`src/rtl/vec_fifo_writer.sv`:
```
// vec_fifo_writer: serialises a packed NUM_ELEMS-element vector into a
// downstream FIFO one word per cycle, honouring fifo_full backpressure.
// Optional feature: define WRITER_CKSUM_EN to append a modulo-2^DATA_WIDTH
// checksum word after the last element.
// Latency: start sampled in IDLE at edge T, first word accepted at edge T+1.
module vec_fifo_writer #(
  parameter int DATA_WIDTH = 8,
  parameter int NUM_ELEMS  = 4,
  parameter int IDX_WIDTH  = 3
) (
  input  logic                            clk_wr,
  input  logic                            rstn,
  input  logic                            start,
  input  logic [NUM_ELEMS*DATA_WIDTH-1:0] vec_in,
  input  logic                            fifo_full,
  output logic                            fifo_wr_en,
  output logic [DATA_WIDTH-1:0]           fifo_data,
  output logic                            busy,
  output logic                            done,
  output logic [15:0]                     stall_cnt
);

  // Index range is a power of two so any idx_reg value selects a defined slot.
  localparam int ELEM_SLOTS = 1 << IDX_WIDTH;
  localparam logic [IDX_WIDTH-1:0] LAST_IDX = IDX_WIDTH'(NUM_ELEMS - 1);

`ifdef WRITER_CKSUM_EN
  typedef enum logic [1:0] {
    IDLE  = 2'd0,
    WRITE = 2'd1,
    DONE  = 2'd2,
    CKSUM = 2'd3
  } state_t;
`else
  typedef enum logic [1:0] {
    IDLE  = 2'd0,
    WRITE = 2'd1,
    DONE  = 2'd2
  } state_t;
`endif

  state_t                          state_reg;
  logic [IDX_WIDTH-1:0]            idx_reg;
  logic [IDX_WIDTH-1:0]            idx_inc;
  logic [15:0]                     stall_cnt_reg;
  logic [15:0]                     stall_cnt_next;
  logic [DATA_WIDTH-1:0]           fifo_data_reg;
  logic [NUM_ELEMS*DATA_WIDTH-1:0] shadow_reg;
  logic [DATA_WIDTH-1:0]           shadow_elem [ELEM_SLOTS];
`ifdef WRITER_CKSUM_EN
  logic [DATA_WIDTH-1:0]           cksum_reg;
  logic [DATA_WIDTH-1:0]           cksum_next;
`endif

  // Unpack the shadow vector; slots past the last element read as zero.
  generate
    for (genvar gi = 0; gi < ELEM_SLOTS; gi++) begin : g_unpack
      if (gi < NUM_ELEMS) begin : g_elem
        assign shadow_elem[gi] = shadow_reg[gi*DATA_WIDTH +: DATA_WIDTH];
      end else begin : g_pad
        assign shadow_elem[gi] = '0;
      end
    end
  endgenerate

  assign idx_inc = idx_reg + 1'b1;

  // Saturating stall counter increment.
  assign stall_cnt_next = (stall_cnt_reg == 16'hFFFF) ? stall_cnt_reg
                                                       : stall_cnt_reg + 16'd1;

`ifdef WRITER_CKSUM_EN
  // Running sum including the element being accepted this cycle.
  assign cksum_next = cksum_reg + shadow_elem[idx_reg];
`endif

  // Write enable depends only on state; the FIFO decides acceptance via fifo_full.
  always_comb begin
    fifo_wr_en = 1'b0;
    if (state_reg == WRITE) begin
      fifo_wr_en = 1'b1;
    end
`ifdef WRITER_CKSUM_EN
    if (state_reg == CKSUM) begin
      fifo_wr_en = 1'b1;
    end
`endif
  end

  assign busy      = (state_reg != IDLE);
  assign done      = (state_reg == DONE);
  assign fifo_data = fifo_data_reg;
  assign stall_cnt = stall_cnt_reg;

  // Burst FSM: fifo_data_reg is preloaded with the next word so it is valid
  // in the same cycle the state asserts fifo_wr_en.
  always_ff @(posedge clk_wr) begin
    if (!rstn) begin
      state_reg     <= IDLE;
      idx_reg       <= '0;
      stall_cnt_reg <= '0;
      fifo_data_reg <= '0;
      shadow_reg    <= '0;
`ifdef WRITER_CKSUM_EN
      cksum_reg     <= '0;
`endif
    end else begin
      case (state_reg)
        IDLE: begin
          if (start) begin
            shadow_reg    <= vec_in;
            idx_reg       <= '0;
            stall_cnt_reg <= '0;
            fifo_data_reg <= vec_in[DATA_WIDTH-1:0];
`ifdef WRITER_CKSUM_EN
            cksum_reg     <= '0;
`endif
            state_reg     <= WRITE;
          end
        end

        WRITE: begin
          if (fifo_full) begin
            stall_cnt_reg <= stall_cnt_next;
          end else begin
`ifdef WRITER_CKSUM_EN
            cksum_reg <= cksum_next;
`endif
            if (idx_reg == LAST_IDX) begin
`ifdef WRITER_CKSUM_EN
              fifo_data_reg <= cksum_next;
              state_reg     <= CKSUM;
`else
              state_reg     <= DONE;
`endif
            end else begin
              idx_reg       <= idx_inc;
              fifo_data_reg <= shadow_elem[idx_inc];
            end
          end
        end

`ifdef WRITER_CKSUM_EN
        CKSUM: begin
          if (fifo_full) begin
            stall_cnt_reg <= stall_cnt_next;
          end else begin
            state_reg <= DONE;
          end
        end
`endif

        DONE: begin
          state_reg <= IDLE;
        end

        default: begin
          state_reg <= IDLE;
        end
      endcase
    end
  end

endmodule

```
`config.mk`:
```
export PLATFORM = sky130hd
export DESIGN_NAME = vec_fifo_writer
export DESIGN_NICKNAME = d
export VERILOG_FILES = /design/src/rtl/vec_fifo_writer.sv
export SDC_FILE = /design/constraint.sdc
export NUM_CORES = 1
export LEC_CHECK = 0
export CAP_MARGIN = 10
export CORE_AREA = 2 2 83 85
export CTS_CLUSTER_DIAMETER = 30
export DETAILED_ROUTE_END_ITERATION = 12
export DIE_AREA = 0 0 85 87
export MAX_ROUTING_LAYER = met4
export PLACE_DENSITY = 0.77
export SLEW_MARGIN = 20
export SYNTH_ARGS = -nofsm -noshare
export SYNTH_HDL_FRONTEND = slang
export SYNTH_SLANG_ARGS = --single-unit
```
`constraint.sdc`:
```
create_clock -name clk_wr -period 4.2 [get_ports clk_wr]
set_input_delay 0.42 -clock clk_wr [delete_from_list [all_inputs] [get_ports clk_wr]]
set_output_delay 0.42 -clock clk_wr [all_outputs]
set_load 0.01 [all_outputs]
```
After elaboration in Yosys (flattened, before gate mapping)
Index checks and enable logic that the tools add are counted.
- flip-flop bits (word level): 61
- reduce and logical (&&, ||, !) cells: 7
- equal/unequal tests: 10
- bitwise gates (word level): 1
- add/sub/neg operators: 2
- mux-type cells: 20
- magnitude comparators: 1
- operators by type and width (cell ; number):
    two-way mux 16 bit ; 3
    two-way mux 8 bit ; 5
    case mux 16 bit (2 select lines) ; 1
    binary-select mux 8 bit (select 3 bit) ; 1
    adder 16 x 1 -> 16 bit, second input constant ; 1
    == test 16 bit, second input constant ; 1
    case mux 8 bit (2 select lines) ; 1
    inequality test 2 bit, second input constant ; 5
    two-way mux 3 bit ; 3
    AND reduction 4 bit ; 2
    two-way mux 2 bit ; 3
    case mux 3 bit (2 select lines) ; 1
    >= comparator 4 bit, second input constant ; 1
    inverter 3 -> 4 bit ; 1
    case mux 2 bit (2 select lines) ; 1
    nonzero test 2 bit ; 2
    adder 3 x 1 -> 3 bit, second input constant ; 1
    == test 3 x 2 -> 1 bit, second input constant ; 1
    AND reduction 3 bit ; 1
    == test 2 x 1 -> 1 bit, second input constant ; 1
    == test 2 bit, second input constant ; 1
    logical NOT 2 bit ; 1
    inequality test 2 x 1 -> 1 bit, second input constant ; 1
    AND reduction 2 bit ; 1
    two-way mux 1 bit ; 1

Longest topological paths before layout
- depth after elaboration: 8
- gate-level depth with buffers: 7

Least setup slack after synthesis
No wires, ideal clock.
- path kind: register to register
- start: register idx_reg[0]
- end: register idx_reg[2]
- cell stages (with the launch flop): 8
- slack: 2203 ps
- buffers on the path: 1
- clock period less this slack: 1997 ps
- arrival time: 1883 ps
- path through: dfxtp_1 -> ha_1 -> ha_1 -> or3b_2 -> a21oi_2 -> buf_2 -> nor2_1 -> o21a_1
- cells in the longest elaborated chain, start to end: 4
- elaborated cells between the ends (all ways): 7
- classes of those cells: add/sub (1); eq/ne (2); mux (3); reduce/logical (1)
- RTL lines (item ; RTL line ; text):
    start, declared ; 43 ; logic [IDX_WIDTH-1:0] idx_reg;
    start signal, assigned ; 137 ; idx_reg <= idx_inc;
    adder 3 x 1 -> 3 bit ; 66 ; assign idx_inc = idx_reg + 1'b1;
    two-way mux 3 bit ; 129 ; if (idx_reg == LAST_IDX) begin
    two-way mux 3 bit ; 123 ; if (fifo_full) begin
    case mux 3 bit (2 select lines) ; 108 ; case (state_reg)
Parallel ways exist; a longest one is shown, timed or not. The select of a mux whose other input is x is not followed.
A chain may end at the register's enable or synchronous reset.

Worst setup path after layout
- start: register state_reg[0]
- end: output port fifo_wr_en
- cells in the longest elaborated chain, start to end: 2
- RTL lines (item ; RTL line ; text):
    start, declared ; 42 ; state_t state_reg;
    start signal, assigned ; 99 ; state_reg <= IDLE;
    start signal, assigned ; 118 ; state_reg <= WRITE;
    start signal, assigned ; 134 ; state_reg <= DONE;
    == test 2 x 1 -> 1 bit ; 80 ; if (state_reg == WRITE) begin
    two-way mux 1 bit ; 80 ;
    end, declared ; 16 ; output logic fifo_wr_en,
No other way between the ends.

==> results.txt <==
Walking the worst path, the cells encountered are nand2b_1, inv_1, clkdlybuf4s50_1. The number of placed cells counting well taps came out at 457. The global-route usage over all layers came out at 0.206. The worst register-to-register path has a setup slack of 1710 ps. In the global route stage, met3 resource usage came out at 0.0398.

The share of Yosys cell area claimed by the top area cell type is 0.432. At the end of routability-driven placement, the weighted congestion stood at 0.823. In the finished design, the share of the clock period the worst path needs comes to 0.666. Summed over all instances, the cell type with the most area after synthesis is dfxtp_1.

The most common cell in the netlist is nand2_1. Setup total negative slack on the finished layout was measured at 0 ps. The worst register-to-register path begins at idx_reg[0].

The total of warnings raised by yosys came out at 0. Across the routed clock network, the largest skew measured is 6.91 ps. The number of iterations in the first detailed-routing pass is 4. For this configuration, the core starts out at a cell density of 0.430. The most used flip-flop cell after synthesis is dfxtp_1. The endpoint identified for the worst register-to-register timing path is fifo_data[6].

Counting every net in the synthesized netlist gives 375. For this design the top-level I/O count stands at 63. The number of placement rows is 30.

Synthesis produced a netlist whose cell count is 336. The complex-gate fraction of the synthesized area is 0.215. The final hold violation count came out at 0. After clock tree synthesis, the clock-pin slew on the worst setup and hold paths is 70 ps.

In this run the worst hold path is classified as flip-flop to flip-flop. The flow ran to the end, and the final reports show no timing, DRC or antenna violations. The non-filler instance count after layout is 472. The count of buffers added by post-CTS timing repair for setup is 0. Measured along the x axis, the die boundary spans 85 um. 0 antenna diodes ended up in the layout. The number of gates resized after CTS was 0. For the worst setup path, the data arrival time is 2380 ps. For this design the ratio of total power to cell area is 362 mW/mm^2.

In this run the deepest clock path goes through 2 buffers. The final net count is 427. The via count of the first global-routing pass is 2,499.

For the worst setup path, the data required time is 3780 ps. Measured against its own limit, the worst slew margin works out to 0.293. The hold-fix buffer count after cts came out at 0. The max-slew violation total from the final report is 0.

Yosys mapped the design onto 43 distinct sky130hd cell types. In this run the number of H-tree levels came out at 3. The cell at the root of the clock tree is clkbuf_8. After synthesis, the share of cell area in mux cells is 0.0638.

The via total after detailed routing came out at 2,691. The highest net fanout along the worst path came out at 16. The total of max-cap violations came out at 0.

After detailed routing, the number of vias per cell comes to 5.70. The share of post-route cells with drive strength above 1 is 0.0816. The wire length per cell is 15.0 um. The CTS tree is done. For this design the static power due to leakage is 1.25 nW.

The initial antenna violation count came out at 0. The finished cells cover 0.00367 mm^2. The peak supply drop came out at 0.195 mV.

CTS saw 61 sinks. The first global-routing pass estimated 11.7 mm of wire. Of the total synthesized cell area, the portion taken by full adders, half adders and majority gates is 0.0133.

The total grt overflow is 0. The power after layout came out at 1.33 mW. The die covers 0.00740 mm^2.

The met1 global-route usage is 0.260. The number of synthesized register bits is 61. The highest achievable clock rate is 358 MHz. The share of the synthesized netlist area taken by xor and xnor gates is 0. The combined area of all synthesized cells is 0.00282 mm^2. The depth of the worst register-to-register path came out at 6. The later pin in the worst-skew pair is clocked with a latency of 350 ps. Of the synthesized area, sequential elements account for 0.432.

The total routed wirelength came out at 7.06 mm. The standard cell area after detailed placement came out at 0.00347 mm^2. Sorting the synthesized cells by how often they occur yields nand2_1, dfxtp_1, a21oi_1.

The first routing iteration left 236 violations. The critical path startpoint is state_reg[0]. The global-route layer with the greatest usage is met2.

The core region is 0.00657 mm^2. The post-synthesis average cell area is 8.40 um^2. The worst setup path is launched from a flip-flop.

The fraction of the core area covered by cells at the end of the flow came out at 0.559. Setup repair after global routing left no endpoint under its margin. The most critical setup path has its endpoint at fifo_wr_en. The post-synthesis share of cell area spent on and, or, nand and nor gates is 0.234. The number of enable-type register cells in the synthesized netlist came out at 0. The cell type of the slowest stage on the worst timing path is dfxtp_1. The critical path in this run is classified as flip-flop to output port. The number of flip-flops in the largest register came out at 32. Measured along the y axis, the die boundary spans 87 um.

The dominant combinational cell family by area after synthesis is simple AND/OR/NAND/NOR gates. Setup violations remaining at the end of the flow were counted as 0. The number of buffers inserted by port buffering came out at 62. The DRC violation count after routing is 0.

STA classifies the critical path endpoint as an output port. The detail route stage leaves a number of antenna-violating nets equal to 0. The largest stage delay on the critical path came out at 640 ps.

For met2 alone, demand over resource in global routing was 0.299. The post-layout minimum cycle time came out at 2800 ps. The total clock buffers created by CTS is 9. After synthesis, the cell types taking the most area are dfxtp_1, nand2_1, a21oi_1, mux4_2, clkbuf_1. The pin count of the biggest net entering global routing came out at 43. Compared with the post-synthesis result, the final layout area differs by 30.1%.

At the pin with the least slew margin, the transition time is 1060 ps. In the synthesized netlist the async set-or-reset flop fraction comes to 0. The half-perimeter wire length after detailed placement came out at 4.80 mm.
-- cells by family (layout without fill, tap and decap cells) --
| group | Yosys count | after routing |
|---|---|---|
| simple gates | 136 | 136 |
| compound gates | 98 | 98 |
| flops | 61 | 61 |
| buf+inv | 30 | 86 |
| mux | 8 | 8 |
| fa+ha+maj | 3 | 3 |
-- worst max-delay path, delay by kind of cell, from the launching register on --
| kind | cells | cell delay (ps) |
|---|---|---|
| flip-flops | 1 | 640 |
| AND/OR/NAND/NOR | 1 | 350 |
| buffers and inverters | 2 | 1040 |
-- power breakdown --
group          internal (mW)  total [mW]  switching [mW]
Sequential             0.607       0.629          0.0225
Clock                  0.303       0.529           0.226
Combinational         0.0874       0.172          0.0844
Total                  0.997        1.33           0.333
-- layer usage --
metal,up-vias,share of wire
met5,-,0
met4,0,0.033
met3,25,0.062
met2,104,0.47
met1,1244,0.44
li1,1318,-
-- worst min-delay path by stage --
| stage | end | cells after the start | startpoint | slack, ps |
|---|---|---|---|---|
| after global placement | shadow_reg[6] | 2 | shadow_reg[6] | 440 |
| after floorplan | shadow_reg[24] | 2 | shadow_reg[24] | 430 |
| after CTS | shadow_reg[0] | 2 | shadow_reg[0] | 460 |
| after global routing | shadow_reg[3] | 2 | shadow_reg[3] | 480 |
| final | shadow_reg[22] | 2 | shadow_reg[22] | 460 |
| after detailed placement | shadow_reg[0] | 2 | shadow_reg[0] | 450 |
-- cells in the final DEF (no fill, tap or decap), types with 2 or more instances in the layout --
cell type        instances
buf_4                    3
or3_1                    3
a31oi_1                  9
a311oi_1                 4
inv_1                    6
or4_1                    6
o21a_1                   2
nand2b_1                 3
nor2b_1                 10
o21ai_0                  3
and2_1                   4
nand4_1                  3
clkbuf_8                11
nor3_1                   4
clkinvlp_4               2
nor4_1                   2
dfxtp_1                 61
a211oi_1                10
clkdlybuf4s50_1         62
a21o_1                   2
nand2_1                 71
mux4_2                   8
o211ai_1                 9
a21oi_1                 50
nand3_1                  5
ha_1                     3
nor2_1                  15
o311ai_0                 3
-- layout make-up --
| class | instances | area, um^2 |
|---|---|---|
| clock buffer | 12 | 155 |
| clock inverter | 3 | 45.0 |
| fill | 572 | 2890 |
| inverter | 6 | 22.5 |
| multi-input combinational | 245 | 1490 |
| sequential | 61 | 1220 |
| tap | 80 | 100 |
| timing repair buffer | 65 | 643 |
-- per-stage QoR --
| step | hold slack (ps) | setup WS (ps) |
|---|---|---|
| after global routing | 475 | 1230 |
| after floorplan | 433 | 2200 |
| after CTS | 456 | 1400 |
| after global placement | 440 | 1660 |
| after detailed placement | 447 | 1500 |
| final | 457 | 1400 |
Power figures use the tool's default switching activity.
==> patch: new RTL, config.mk and constraints unchanged <==
Re-encode `state_t` (3 states) as one-hot, 3 bits wide.
--- a/src/rtl/vec_fifo_writer.sv
+++ b/src/rtl/vec_fifo_writer.sv
@@ -32,10 +32,10 @@
     CKSUM = 2'd3
   } state_t;
 `else
-  typedef enum logic [1:0] {
-    IDLE  = 2'd0,
-    WRITE = 2'd1,
-    DONE  = 2'd2
+  typedef enum logic [2:0] {
+    IDLE  = 3'b001,
+    WRITE = 3'b010,
+    DONE  = 3'b100
   } state_t;
 `endif
 
Function: no difference found for any inputs over 10 cycles, from zero or initial values and one cycle with rstn low; not proved beyond that.
==> patch against the original RTL <==
  * Design area rose by 1.5%
  * Sequential cell count rose by 1
  * Sequential power rose by 1%
  * Fmax fell by 0.47%
  * Synthesized area rose by 2.6%
  * Wire length rose by 2.4%
  * Die area did not move
  * Worst setup slack got worse by 0.013 ns
  * Clock power fell by 1%
  * Total power fell by 0.32%
  * Largest power group unchanged
  * Register-to-register slack improved by 0.16 ns
  * Synthesized cell count fell by 0.30%
==> patch: results (changes against the original RTL) <==
[synth]
ys_seq_area_frac=0.428  ; -0.00411
yosys-top-cells-area=dfxtp_1, nand2_1, a21oi_1
synth_common_cells=nand2_1, dfxtp_1, a21oi_1
ys_types=54  ; +26%
muxShareOfSynthArea=0.0656  ; +0.00183
synth_compound_area_frac=0.204  ; -0.0111
yosys.area_share.adder=0.0130  ; -0.000339

[sta]
holdWs_ns=0.455  ; -0.00196 ns
tightest_slew_ns=0.926  ; -0.134 ns
fin_skew_ns=0.00744  ; +0.000529 ns

[placed_design]
post-dp-hpwl_um=4820  ; +0.31%
place_area_sq_um=3530  ; +1.7%
place.gp.congestion=0.826  ; +0.38%

[layout]
drive_above_1_share=0.100  ; +0.0184
nNetsFinal=424  ; -0.70%

[global_route]
grt_pass1_vias=2434  ; -2.6%
grt.total_usage=0.204  ; -0.00215
grt_max_degree=48  ; +12%

[power_and_ir_drop]
p_sw_frac=0.264  ; +0.0140
p_leak_uw=0.00129  ; +3.5%
ir_worst_vdd_mv=0.244  ; +25%

[detailed_routing]
num_vias=2713  ; +0.82%
wire_per_inst_um=15.4  ; +2.9%
drt-initial-drc-count=231  ; -2.1%

[worst_setup_path]
rrSetupSlack_ns=1.87  ; +0.16 ns
r2r_cells=7  ; +1
timing.rr.end=idx_reg[0]

[outcome]
status=complete, no violations

-- patch: logic make-up after synthesis --
kind of cell	Yosys count
AO/OA/AOI/OAI	94
adder cells (fa/ha/maj)	3
buffers and inverters	32
flip-flops	62
multiplexers	9
AND/OR/NAND/NOR	135
-- patch: per-stage QoR --
step,worst slack [ns],cells
floorplan,2.42,335
global placement,1.64,454
detailed placement,1.56,454
CTS,1.40,470
global route,1.31,470
finish,1.39,470
-- patch: power groups by stage --
stage          registers (uW)  logic [uW]  clock network [uW]
2_1_floorplan             647        85.9                   0
3_3_place_gp              649         160                   0
3_5_place_dp              650         163                   0
4_1_cts                   637         165                 535
5_1_grt                   641         179                 559
6_report                  638         165                 523
-- patch: area by class of cell --
| type | count | area [sq um] |
|---|---|---|
| sequential | 62 | 1240 |
| clock buffer | 9 | 124 |
| clock inverter | 7 | 73.8 |
| timing repair buffer | 66 | 651 |
| fill | 575 | 2840 |
| inverter | 5 | 18.8 |
| tap | 80 | 100 |
| multi-input combinational | 241 | 1520 |
-- patch: worst max path at each step --
stage	startpoint	to	slack, ns	cells after the start
CTS	state_reg[1]	fifo_wr_en	1.40	3
global route	state_reg[1]	fifo_wr_en	1.31	3
global placement	start	idx_reg[2]	1.64	6
floorplan	idx_reg[0]	fifo_data[0]	2.42	4
detailed placement	fifo_full	stall_cnt[2]	1.56	4
finish	state_reg[1]	fifo_wr_en	1.39	3
-- patch: critical path, cell delays in order, from the launching register on --
cell and delay, ns:
dfxtp_1 0.45, or3b_1 0.66, inv_2 0.33, clkdlybuf4s50_1 0.59
-- patch: per-layer routing --
metal	wire, um	GRT usage
met5	0	-
met4	138	0.0924
met3	409	0.0493
met2	3540	0.322
met1	3150	0.248
